==> config.mk <==
export PLATFORM = sky130hd
export DESIGN_NAME = neuron_acc_reg_flat
export DESIGN_NICKNAME = d
export VERILOG_FILES = /design/src/rtl/neuron_acc_pkg.sv /design/src/rtl/neuron_acc_reg_if.sv /design/src/rtl/neuron_acc_reg_refract_cnt.sv /design/src/rtl/neuron_acc_reg.sv /design/src/flat_wrapper.sv
export SDC_FILE = /design/constraint.sdc
export NUM_CORES = 1
export LEC_CHECK = 0
export CAP_MARGIN = 20
export CORE_MARGIN = 1.5
export CORE_UTILIZATION = 35
export CTS_BUF_LIST = sky130_fd_sc_hd__clkbuf_4 sky130_fd_sc_hd__clkbuf_8
export CTS_CLUSTER_SIZE = 30
export DETAILED_ROUTE_END_ITERATION = 7
export PLACE_DENSITY = 0.63
export SYNTH_ARGS = -nofsm -noshare
export SYNTH_HDL_FRONTEND = slang
export SYNTH_SLANG_ARGS = --single-unit
==> constraint.sdc <==
create_clock -name clk -period 1.9 [get_ports clk]
set_input_delay 0.38 -clock clk [delete_from_list [all_inputs] [get_ports clk]]
set_output_delay 0.38 -clock clk [all_outputs]
set_load 0.02 [all_outputs]
==> src/rtl/neuron_acc_pkg.sv <==
// Shared types and defaults for the neuron accumulator register.
package neuron_acc_pkg;

    localparam int unsigned WIDTH_DEF       = 8;
    localparam int unsigned THRESH_DEF      = 128;
    localparam int unsigned REFRACT_CYC_DEF = 4;
    localparam int unsigned LEAK_SHIFT_DEF  = 3;

    typedef enum logic [1:0] {
        IDLE    = 2'd0,
        INTEG   = 2'd1,
        FIRE    = 2'd2,
        REFRACT = 2'd3
    } state_t;

    // clog2(refract+1), floored at 1 so a zero-length refractory still has a legal vector
    function automatic int unsigned cnt_width(input int unsigned refract);
        int unsigned w;
        w = 1;
        while ((32'd1 << w) < (refract + 1))
            w++;
        return w;
    endfunction

endpackage

==> src/rtl/neuron_acc_reg_if.sv <==
// Adder-side bus of the neuron: sum/carry input qualified by sum_valid, membrane state out.
interface neuron_acc_reg_if
    import neuron_acc_pkg::*;
#(
    parameter int unsigned WIDTH = WIDTH_DEF
);
    logic [WIDTH-1:0] sum_in;
    logic             cout_in;
    logic             sum_valid;
    logic [WIDTH-1:0] vmem;
    logic             spike;
    logic             busy;
    logic             sat_flag;

    modport master (
        output sum_in, cout_in, sum_valid,
        input  vmem, spike, busy, sat_flag
    );

    modport slave (
        input  sum_in, cout_in, sum_valid,
        output vmem, spike, busy, sat_flag
    );
endinterface

==> src/rtl/neuron_acc_reg_refract_cnt.sv <==
// Refractory down-counter: loaded on FIRE exit, decremented while enabled, flags the last cycle.
module refract_cnt
    import neuron_acc_pkg::*;
#(
    parameter int unsigned CW = 3
) (
    input  logic          clk,
    input  logic          rstn,
    input  logic          load,
    input  logic [CW-1:0] value,
    input  logic          en,
    output logic          last
);
    logic [CW-1:0] cnt;

    always_ff @(posedge clk) begin
        if (!rstn)
            cnt <= '0;
        else if (load)
            cnt <= value;
        else if (en && (cnt != '0))
            cnt <= cnt - CW'(1);
    end

    assign last = (cnt == CW'(1));
endmodule

==> src/rtl/neuron_acc_reg.sv <==
// Integrate-and-fire membrane register with refractory period.
// Optional leak in INTEG enabled by defining NEURON_LEAK_EN.
module neuron_acc_reg
    import neuron_acc_pkg::*;
#(
    parameter int unsigned WIDTH       = WIDTH_DEF,
    parameter int unsigned THRESH      = THRESH_DEF,
    parameter int unsigned REFRACT_CYC = REFRACT_CYC_DEF,
    parameter int unsigned LEAK_SHIFT  = LEAK_SHIFT_DEF
) (
    input  logic              clk,
    input  logic              rstn,
    neuron_acc_reg_if.slave   bus
);
    localparam int unsigned CW = cnt_width(REFRACT_CYC);

    state_t           state;
    logic [WIDTH-1:0] vmem;
    logic [WIDTH-1:0] ld_val;
    logic             sat_flag;
    logic             cnt_last;

    // Carry-out saturates rather than wrapping the adder result
    always_comb begin
        ld_val = bus.cout_in ? '1 : bus.sum_in;
    end

    always_ff @(posedge clk) begin
        if (!rstn) begin
            state    <= IDLE;
            vmem     <= '0;
            sat_flag <= 1'b0;
        end else begin
            case (state)
                IDLE, INTEG: begin
                    if (bus.sum_valid) begin
                        vmem <= ld_val;
                        if (bus.cout_in)
                            sat_flag <= 1'b1;
                        state <= (ld_val >= WIDTH'(THRESH)) ? FIRE : INTEG;
                    end
`ifdef NEURON_LEAK_EN
                    else if (state == INTEG) begin
                        vmem <= vmem - (vmem >> LEAK_SHIFT);
                    end
`endif
                end
                FIRE: begin
                    vmem     <= '0;
                    sat_flag <= 1'b0;
                    state    <= (REFRACT_CYC == 0) ? IDLE : REFRACT;
                end
                REFRACT: begin
                    if (cnt_last)
                        state <= IDLE;
                end
                default: state <= IDLE;
            endcase
        end
    end

    refract_cnt #(
        .CW (CW)
    ) u_refract_cnt (
        .clk   (clk),
        .rstn  (rstn),
        .load  (state == FIRE),
        .value (CW'(REFRACT_CYC)),
        .en    (state == REFRACT),
        .last  (cnt_last)
    );

    assign bus.vmem     = vmem;
    assign bus.spike    = (state == FIRE);
    assign bus.busy     = (state == FIRE) || (state == REFRACT);
    assign bus.sat_flag = sat_flag;
endmodule

==> src/flat_wrapper.sv <==
// flat-port wrapper written by rule: the top's interface ports become plain ports
module neuron_acc_reg_flat import neuron_acc_pkg::*;
#(
    parameter int unsigned WIDTH       = WIDTH_DEF,
    parameter int unsigned THRESH      = THRESH_DEF,
    parameter int unsigned REFRACT_CYC = REFRACT_CYC_DEF,
    parameter int unsigned LEAK_SHIFT  = LEAK_SHIFT_DEF
)
  (clk, rstn, bus_sum_in, bus_cout_in, bus_sum_valid, bus_vmem, bus_spike, bus_busy, bus_sat_flag);
  neuron_acc_reg_if #(.WIDTH(WIDTH)) bus_i ();
  input  logic clk;
  input  logic rstn;
  input wire logic [$bits(bus_i.sum_in)-1:0] bus_sum_in;
  input wire logic [$bits(bus_i.cout_in)-1:0] bus_cout_in;
  input wire logic [$bits(bus_i.sum_valid)-1:0] bus_sum_valid;
  output wire logic [$bits(bus_i.vmem)-1:0] bus_vmem;
  output wire logic [$bits(bus_i.spike)-1:0] bus_spike;
  output wire logic [$bits(bus_i.busy)-1:0] bus_busy;
  output wire logic [$bits(bus_i.sat_flag)-1:0] bus_sat_flag;
  assign bus_i.sum_in = bus_sum_in;
  assign bus_i.cout_in = bus_cout_in;
  assign bus_i.sum_valid = bus_sum_valid;
  assign bus_vmem = bus_i.vmem;
  assign bus_spike = bus_i.spike;
  assign bus_busy = bus_i.busy;
  assign bus_sat_flag = bus_i.sat_flag;
  neuron_acc_reg #(.WIDTH(WIDTH), .THRESH(THRESH), .REFRACT_CYC(REFRACT_CYC), .LEAK_SHIFT(LEAK_SHIFT)) u_core (.clk(clk), .rstn(rstn), .bus(bus_i));
endmodule
==> results summary <==
The run finished with clean final reports. Detailed placement finished with a half-perimeter wire length of 1.09 mm. The largest net degree at the start of global routing is 15.

The proportion of layout cells with a drive suffix above 1 is 11.6%. The number of buffers inserted by hold repair at cts came out at 0. The via count of the first global-routing pass is 504.

The count of nets after finishing came out at 112. The remaining antenna violation count is 0. The worst-case clock skew came out at 7.30 ps. For this design the static power due to leakage is 0.362 nW.

The number of buffers between clock root and the deepest sink is 2. The clock reaches the later pin of the worst-skew pair after 280 ps. The full die area is 2270 um2. The level count of the clock H-tree came out at 1.

The worst path required time came out at 1520 ps. The dominant synthesized flop cell is sky130_fd_sc_hd__dfxtp_1. Post-CTS repair changed the size of 0 cells. 0 antenna diodes ended up in the layout. The top-level port count is 23. The count of flip-flops with a built-in enable after synthesis is 0. The tree is rooted in a sky130_fd_sc_hd__clkbuf_4. The total placed instance area came out at 915 um2. The critical path ends at bus_busy. Counting every sink on the clock net gives 14. The summed instance area of the synthesized netlist came out at 697 um2. The final hold violation count was 0. The final period demand of the worst path is 1670 ps. The worst hold slack across all endpoints came out at 467 ps. The hold-critical path depth came out at 2. Across every metal layer, demand over resource in global routing totals 14.7%. Port buffering added 22 buffers.

The final design area excluding fillers is 940 um2. The initial DRC count is 18. The number of instances in the synthesized netlist came out at 74. The number of max-cap violations is 0. Yosys mapped the design onto 27 distinct sky130hd cell types. The final wirelength is 1.50 mm. The total of warnings raised by yosys is 0. Summed over all layers, the global routing overflow is 0. The top cell types in the final layout, fill and taps aside, are sky130_fd_sc_hd__clkdlybuf4s50_1, sky130_fd_sc_hd__dfxtp_1, sky130_fd_sc_hd__o21ai_0. The max-slew headroom at the worst pin came out at 70.8%. The biggest area contributor in the post-synthesis netlist is sky130_fd_sc_hd__dfxtp_1. The worst reg-to-reg path cell count is 4. The critical path launch point type is a register. The transition time of the tightest slew-check pin came out at 436 ps.

Relative to the synthesized area, the layout overhead comes to 34.8%. The register bit total from synthesis is 14. The power density over the cells is 699 nW/um2. The slowest stage of the critical path is the sky130_fd_sc_hd__clkdlybuf4s50_1 cell. The min-delay analysis places its worst path in the category register to register.

The final count of pins violating max slew came out at 0. Routability-driven placement finished with a final weighted congestion of 0.758. The library cell used most frequently in the layout, excluding fill and tap cells, is sky130_fd_sc_hd__clkdlybuf4s50_1. In this run the number of cells on the critical path is 1. A synthesized cell averages 9.42 um2. The endpoint class of the critical path is a primary output. TritonCTS built the clock tree. The fraction of post-synthesis cell area in the top cell type by area came out at 40.2%. The placeable core area came out at 1800 um2. Across all register-to-register paths, the minimum setup slack is 620 ps. The total power consumption of the routed design is 656 uW. The average routed wire per standard cell is 12.5 um. The portion of the post-synthesis area used by sequential elements is 40.2%. The achievable frequency came out at 598 MHz. The number of buffers inserted during clock tree synthesis came out at 3. The critical path goes through clkdlybuf4s50_1. In this run the horizontal extent of the chip is 47.6 um. The critical path is of the register to primary output type. The largest fanout of any net on the critical path is 3.

In the routed layout, each cell is associated on average with a via count of 5.06. The vias after detailed routing came out at 607. The final routed DRC violation total came out at 0. The critical path's largest stage delay came out at 620 ps. The async set or reset register ratio after synthesis is 0%. The number of buffer and inverter stages on the critical path came out at 1. The die span in y came out at 47.6 um.

The endpoint of the worst-slack reg-to-reg timing path is u_core.u_refract_cnt.cnt[0]$_SDFFE_PP0P_. Setup repair after global routing left no endpoint under its margin. The worst register-to-register path begins at u_core.u_refract_cnt.cnt[0]$_SDFFE_PP0P_. The global-route wire length before repair came out at 2.24 mm.

The arrival time of data at the critical path endpoint came out at 1290 ps. In the finished design, the share of the clock period the worst path needs comes to 88.0%. After clock tree synthesis, the clock-pin slew on the worst setup and hold paths is 90 ps. In this run the worst setup path begins at u_core.state[1]$_SDFFE_PN0P_. The initial standard-cell utilization of the core is 38.7%. The detailed-routing iteration count for the pre-antenna-repair pass came out at 4. The setup fix buffers added after clock tree synthesis came out at 0. After synthesis, the cell types taking the most area are sky130_fd_sc_hd__dfxtp_1, sky130_fd_sc_hd__a21boi_1, sky130_fd_sc_hd__o21ai_0. The final sum of negative setup slack is 0 ps.

The worst IR drop on VDD is 0.411 mV. The number of placement rows is 15. Setup violations remaining at the end of the flow were counted as 0.

In this design, the largest share of critical-path delay is due to buffers and inverters. The number of antenna violations at the first check in global routing came out at 0. The post-synth net total came out at 89.
[kinds of logic after synthesis]
logic type | after synthesis | share of synthesized area, %
AOI/OAI and AO/OA | 29 | 27.8
adders and majority gates | 3 | 5.39
buffers and inverters | 10 | 9.15
DFF | 14 | 40.2
and+or+nand+nor | 18 | 17.4
[layer usage]
metal  track usage, %  wire length [um]
met5                0                 0
met4             6.49                15
met3             5.66                62
met2             21.9               719
met1             19.0               704
[layout make-up]
class,count,area [um2]
clock buffers,3,22.5
well taps,25,31.3
fillers,182,862
repair buffers,24,238
multi-input cells,50,353
flip-flops and latches,14,280
inverters,4,15.0
[power breakdown]
part           switching [mW]  internal, mW
Clock                  0.0938        0.0734
Combinational          0.0771        0.0826
Sequential             0.0151         0.315
[worst min-delay path by stage]
stage | start | endpoint | slack [ps]
6_report | u_core.bus.vmem[4]$_SDFFE_PN0P_ | u_core.bus.vmem[4]$_SDFFE_PN0P_ | 470
5_1_grt | u_core.bus.vmem[7]$_SDFFE_PN0P_ | u_core.bus.vmem[7]$_SDFFE_PN0P_ | 480
4_1_cts | u_core.bus.vmem[3]$_SDFFE_PN0P_ | u_core.bus.vmem[3]$_SDFFE_PN0P_ | 470
3_5_place_dp | u_core.bus.vmem[7]$_SDFFE_PN0P_ | u_core.bus.vmem[7]$_SDFFE_PN0P_ | 460
3_3_place_gp | u_core.bus.vmem[5]$_SDFFE_PN0P_ | u_core.bus.vmem[5]$_SDFFE_PN0P_ | 450
2_1_floorplan | u_core.u_refract_cnt.cnt[1]$_SDFFE_PP0P_ | u_core.u_refract_cnt.cnt[1]$_SDFFE_PP0P_ | 460
[flip-flops by register name, indices dropped and copies added, names as in the netlist]
signal / flops
u_core.bus.sat_flag: 1
u_core.bus.vmem: 8
u_core.state: 2
u_core.u_refract_cnt.cnt: 3
[synth_stat cells (2+ instances only)]
| library cell | n |
|---|---|
| sky130_fd_sc_hd__dfxtp_1 | 14 |
| sky130_fd_sc_hd__o21ai_0 | 11 |
| sky130_fd_sc_hd__a21boi_1 | 8 |
| sky130_fd_sc_hd__nand3_1 | 7 |
| sky130_fd_sc_hd__inv_1 | 4 |
| sky130_fd_sc_hd__ha_1 | 3 |
| sky130_fd_sc_hd__a21boi_0 | 2 |
| sky130_fd_sc_hd__a21oi_1 | 2 |
| sky130_fd_sc_hd__buf_6 | 2 |
| sky130_fd_sc_hd__clkbuf_1 | 2 |
| sky130_fd_sc_hd__nand2_1 | 2 |
| sky130_fd_sc_hd__nand2b_1 | 2 |
[through the flow]
stage | setup slack [ps] | std cells | utilization, %
5_1_grt | 177 | 120 | 52.2
3_3_place_gp | 361 | 117 | 50.8
6_report | 228 | 120 | 52.2
2_1_floorplan | 725 | 74 | -
3_5_place_dp | 341 | 117 | 50.8
4_1_cts | 30.7 | 120 | 52.0
[worst reg2reg max path: stages (launching register included)]
cell	delay [ps]
sky130_fd_sc_hd__dfxtp_1	370
sky130_fd_sc_hd__inv_1	90
sky130_fd_sc_hd__ha_1	230
sky130_fd_sc_hd__and3b_1	200
sky130_fd_sc_hd__o311a_1	280
(Power assumes the default switching activity.)
